$ cat src/rtl/if_fetch_ctrl_pkg.sv
// Shared fetch definitions: FSM state codes, bus widths and the default reset PC.
package if_fetch_ctrl_pkg;

  localparam int INST_ADDR_W = 32;
  localparam int INST_W      = 32;

  localparam logic [INST_ADDR_W-1:0] RESET_PC_DEFAULT = 32'h0000_0000;

  typedef enum logic [1:0] {
    FETCH_RST   = 2'd0,
    FETCH_IDLE  = 2'd1,
    FETCH_BUSY  = 2'd2,
    FETCH_DRAIN = 2'd3
  } fetch_state_e;

  // Sequential fetch step; wraps naturally modulo 2^32.
  function automatic logic [INST_ADDR_W-1:0] seq_pc(input logic [INST_ADDR_W-1:0] pc);
    return pc + 32'd4;
  endfunction

endpackage

$ cat src/rtl/if_fetch_ctrl.sv
// Instruction-fetch sequencer: owns the PC, runs one imem req/ack handshake at a
// time and holds the returned word in a one-entry slot for decode.
//
// state | meaning
// RST   | dead cycle after reset, no request
// IDLE  | no request outstanding; issue when the slot is free
// BUSY  | request outstanding for the current fetch
// DRAIN | request outstanding for a fetch squashed by a redirect
module if_fetch_ctrl
  import if_fetch_ctrl_pkg::*;
#(
  parameter logic [INST_ADDR_W-1:0] RESET_PC = RESET_PC_DEFAULT
) (
  input  logic                   clk,
  input  logic                   rst,
  input  logic                   branch_flag_i,
  input  logic [INST_ADDR_W-1:0] branch_target_address_i,
  input  logic                   stall_i,
  output logic                   imem_req_o,
  output logic [INST_ADDR_W-1:0] imem_addr_o,
  input  logic                   imem_ack_i,
  input  logic [INST_W-1:0]      imem_data_i,
  output logic                   inst_valid_o,
  output logic [INST_W-1:0]      inst_o,
  output logic [INST_ADDR_W-1:0] inst_pc_o,
  output logic [INST_ADDR_W-1:0] pc_o
);

  fetch_state_e           state_q, state_d;
  logic                   req_q, req_d;
  logic [INST_ADDR_W-1:0] addr_q, addr_d;
  logic                   valid_q, valid_d;
  logic [INST_W-1:0]      inst_q, inst_d;
  logic [INST_ADDR_W-1:0] inst_pc_q, inst_pc_d;
  logic [INST_ADDR_W-1:0] pc_q, pc_d;

  logic consume;
  logic slot_free;

  assign consume   = valid_q & ~stall_i;
  assign slot_free = ~valid_q | consume;

  always_ff @(posedge clk) begin
    if (rst) begin
      state_q   <= FETCH_RST;
      req_q     <= 1'b0;
      addr_q    <= '0;
      valid_q   <= 1'b0;
      inst_q    <= '0;
      inst_pc_q <= '0;
      pc_q      <= RESET_PC;
    end else begin
      state_q   <= state_d;
      req_q     <= req_d;
      addr_q    <= addr_d;
      valid_q   <= valid_d;
      inst_q    <= inst_d;
      inst_pc_q <= inst_pc_d;
      pc_q      <= pc_d;
    end
  end

  always_comb begin
    state_d   = state_q;
    req_d     = req_q;
    addr_d    = addr_q;
    valid_d   = valid_q;
    inst_d    = inst_q;
    inst_pc_d = inst_pc_q;
    pc_d      = pc_q;

    // A redirect flushes the younger buffered instruction in every state.
    if (consume || branch_flag_i) begin
      valid_d = 1'b0;
    end

    case (state_q)
      FETCH_RST: begin
        req_d   = 1'b0;
        state_d = FETCH_IDLE;
      end
      FETCH_IDLE: begin
        req_d = 1'b0;
        if (branch_flag_i) begin
          pc_d = branch_target_address_i;
        end else if (slot_free) begin
          req_d   = 1'b1;
          addr_d  = pc_q;
          state_d = FETCH_BUSY;
        end
      end
      FETCH_BUSY: begin
        if (imem_ack_i) begin
          req_d   = 1'b0;
          state_d = FETCH_IDLE;
          if (branch_flag_i) begin
            pc_d = branch_target_address_i;
          end else begin
            inst_d    = imem_data_i;
            inst_pc_d = addr_q;
            valid_d   = 1'b1;
            pc_d      = seq_pc(pc_q);
          end
        end else if (branch_flag_i) begin
          // The handshake cannot be abandoned; finish it on the stale address.
          pc_d    = branch_target_address_i;
          state_d = FETCH_DRAIN;
        end
      end
      FETCH_DRAIN: begin
        if (branch_flag_i) begin
          pc_d = branch_target_address_i;
        end
        if (imem_ack_i) begin
          req_d   = 1'b0;
          state_d = FETCH_IDLE;
        end
      end
      default: begin
        state_d = FETCH_RST;
        req_d   = 1'b0;
      end
    endcase
  end

  assign imem_req_o   = req_q;
  assign imem_addr_o  = addr_q;
  assign inst_valid_o = valid_q;
  assign inst_o       = inst_q;
  assign inst_pc_o    = inst_pc_q;
  assign pc_o         = pc_q;

endmodule

$ cat config.mk
export PLATFORM = sky130hd
export DESIGN_NAME = if_fetch_ctrl
export DESIGN_NICKNAME = d
export VERILOG_FILES = /design/src/rtl/if_fetch_ctrl_pkg.sv /design/src/rtl/if_fetch_ctrl.sv
export SDC_FILE = /design/constraint.sdc
export NUM_CORES = 1
export LEC_CHECK = 0
export ABC_CLOCK_PERIOD_IN_PS = 3100
export BUFFER_PORTS_ARGS = -buffer_cell sky130_fd_sc_hd__buf_2
export CORE_MARGIN = 4
export CORE_UTILIZATION = 54
export DETAILED_ROUTE_END_ITERATION = 8
export PLACE_DENSITY_LB_ADDON = 0.05
export SYNTH_ARGS = -nofsm -noshare
export SYNTH_HDL_FRONTEND = slang
export SYNTH_SLANG_ARGS = --single-unit
$ cat constraint.sdc
create_clock -name clk -period 3.1 [get_ports clk]
set_input_delay 0.465 -clock clk [delete_from_list [all_inputs] [get_ports clk]]
set_output_delay 0.465 -clock clk [all_outputs]
set_load 0.1 [all_outputs]
==> results.yml <==
synthesis:
  synth_mux_area_frac: 0.0235
  async_flop_share: 0
  netlist_instances: 736
  yosys.area_share.simple: 0.260
  synth_edf_count: 0
  yosysWarnings: 0
  syn_nets: 811
  synth-xor-area-share: 0.00308
  synth.cell_area_um2: 5690
  synth_fa_ha_area_frac: 0.0132
  synth_area_per_cell_um2: 7.73
  ys_types: 55
  synth_seq_cells: 132
  synth_top_family_by_area: "simple AND/OR/NAND/NOR gates"
  synth-seq-area-share: 0.464
  synth_compound_area_frac: 0.192
  synth_ff_type: "dfxtp_1"
floorplanning:
  die_area_um2: 12200
  rows: 37
  core_area_um2: 10300
  io_pins: 199
  start_util: 0.554
  fp.dieH_um: 111
  fp.dieW_um: 111
route:
  ant_nets: 0
  drt-initial-drc-count: 610
  wl_um: 16800
  drc: 0
  firstDrtPassIters: 5
  routedWlPerCell_um: 15.9
  vias: 5954
  via_per_inst: 5.63
run_status:
  status: "completed"
sta:
  fin_crit_ps: 2370
  layout_setup_ws_ps: 734
  final_max_slew_viol_count: 0
  tightest_slew_ps: 1140
  timing.fmax_mhz: 423
  hold_viol: 0
  period_share: 0.763
  finalClockSkew_ps: 7.42
  holdWs_ps: 177
  setup_viol: 0
  slew-limit-headroom: 0.239
  setup_tns_ps: 0
  rsz0062_at_grt: "false"
clock_network:
  cts_htree_levels: 4
  cts-root-buf: "clkbuf_8"
  clkTransAtPathRegs_ps: 60
  ctsResizeCount: 0
  worstSkewPairLatency_ps: 520
  cts_tree: "built"
  clkSinkCount: 132
  cts_made_buffers: 17
  post-cts-setup-buffers: 0
  cts.path.max_buffers: 2
  cts-hold-fix-buffers: 0
setup_path:
  critPathLaunchType: "flop"
  arrival_ps: 2720
  r2r_end: "pc_o[13]"
  crit_fanout: 12
  r2r_start: "state_q[1]"
  worstPathRequired_ps: 3450
  r2r_setup_slack_ps: 730
  reg2reg_depth: 7
  critPathCaptureType: "flop"
  critical_path_class: "reg2reg"
cells_and_area:
  syn2layout_area_growth_pct: 29.0
  fillCellCount: 840
  seq_area_um2: 2640
  finish.utilization: 0.714
  nNetsFinal: 984
  diodes: 0
  drive_gt1_frac: 0.279
  multi_input_area_um2: 2810
power:
  p_total_mw: 4.83
  power.density_nw_per_um2: 659
  irDropWorstVdd_v: 0.000364
  p_leak_nw: 3.10
run:
  max-cap-violations: 0
placed_design:
  dp_slack_ps: 762
  numPortBuffers: 198
  dp_hpwl_um: 11600
  place.gp.congestion: 0.932
global_route:
  antenna_found_initial: 0
  grt_pass1_wl_um: 27800
  grt_max_degree: 99
  grt_util_all_layers: 0.272
  grt_pass1_vias: 5633
  grt-ovfl-total: 0
worst_hold_path:
  hold_depth: 3
  min_to: "inst_o[12]"
  hold_path_startpoint: "imem_data_i[12]"
  min_path_type: "in2reg"
sequential cells by signal, summed over array words and instances (netlist names):
signal	cells
pc_o	32
inst_valid_o	1
imem_req_o	1
inst_o	32
inst_pc_o	32
state_q	2
imem_addr_o	32
through the flow:
| step | instance area, µm² | cells |
|---|---|---|
| floorplan | 5690 | 736 |
| global placement | 6730 | 1026 |
| detailed placement | 6730 | 1026 |
| CTS | 7340 | 1058 |
| global route | 7340 | 1058 |
| finish | 7340 | 1058 |
where the power goes:
group	switching (mW)	internal, mW	total, mW
Sequential	0.112	1.76	1.87
Clock	0.773	1.28	2.05
Combinational	0.708	0.202	0.910
Total	1.59	3.24	4.83
cell families after synthesis:
logic type               count (synthesis)
AND/OR/NAND/NOR                        329
buffers and inverters                   63
adder cells (fa/ha/maj)                  6
multiplexers                            13
XOR/XNOR                                 2
AO/OA/AOI/OAI                          191
flip-flops                             132
cells in the mapped netlist, types with 4 or more instances:
| master | instances | share of area |
|---|---|---|
| a211oi_1 | 7 | 0.0092 |
| nor2_1 | 37 | 0.024 |
| buf_1 | 7 | 0.0046 |
| a32o_1 | 4 | 0.0070 |
| o22ai_1 | 4 | 0.0044 |
| a22oi_1 | 11 | 0.015 |
| clkbuf_1 | 46 | 0.030 |
| and3_1 | 6 | 0.0066 |
| nor4_1 | 8 | 0.0088 |
| dfxtp_1 | 132 | 0.46 |
| a31oi_1 | 4 | 0.0044 |
| inv_1 | 7 | 0.0046 |
| a21oi_1 | 118 | 0.10 |
| mux2i_1 | 10 | 0.018 |
| ha_1 | 6 | 0.013 |
| o21ai_1 | 5 | 0.0044 |
| or4_1 | 4 | 0.0053 |
| o21ai_0 | 19 | 0.017 |
| nand2_1 | 219 | 0.14 |
| nor3_1 | 6 | 0.0053 |
| nand4_1 | 11 | 0.012 |
| nand3_1 | 12 | 0.011 |
layout by cell type (no fill, tap or decap), types with 4 or more instances in the layout:
| master | count |
|---|---|
| or4_1 | 4 |
| nor3_1 | 6 |
| a32o_1 | 4 |
| nor4_1 | 8 |
| buf_4 | 12 |
| o22ai_1 | 4 |
| ha_1 | 6 |
| o21ai_0 | 19 |
| o21ai_1 | 5 |
| nor2_1 | 37 |
| buf_2 | 197 |
| inv_6 | 4 |
| a211oi_1 | 7 |
| mux2i_1 | 10 |
| and3_1 | 6 |
| nand3_1 | 11 |
| dfxtp_1 | 132 |
| nand4_1 | 11 |
| a21oi_1 | 118 |
| clkbuf_16 | 16 |
| a22oi_1 | 11 |
| nand2_1 | 219 |
| a31oi_1 | 4 |
| inv_1 | 7 |
worst max path at each step:
stage | start | endpoint | cells after the start
2_1_floorplan | pc_o[2] | pc_o[16] | 7
6_report | state_q[1] | pc_o[13] | 7
3_3_place_gp | state_q[1] | pc_o[16] | 7
5_1_grt | state_q[1] | pc_o[16] | 7
3_5_place_dp | state_q[1] | pc_o[16] | 7
4_1_cts | state_q[1] | pc_o[16] | 7
critical path, cell delays in order (launching register included):
cell and delay (ps):
dfxtp_1 380, inv_1 90, ha_1 280, or3b_4 500, or2_1 370, nor4_1 330, nand3b_1 170, a31oi_1 80
final cells by class:
cell class                      instances  share of cell area
Clock buffer                           19              0.0602
Inverter                                8             0.00409
Multi-Input combinational cell        541               0.383
Sequential cell                       132               0.360
Clock inverter                         13              0.0232
Timing Repair Buffer                  209               0.147
Tap cell                              136              0.0232
per-layer routing:
layer,share of wire,GRT usage,wire [µm],up-vias
met3,0.089,0.0666,1500,41
met5,0,0,0,-
li1,-,-,-,2882
met2,0.46,0.429,7830,307
met1,0.42,0.363,7130,2724
met4,0.023,0.0977,388,0
Power figures use the tool's default switching activity.
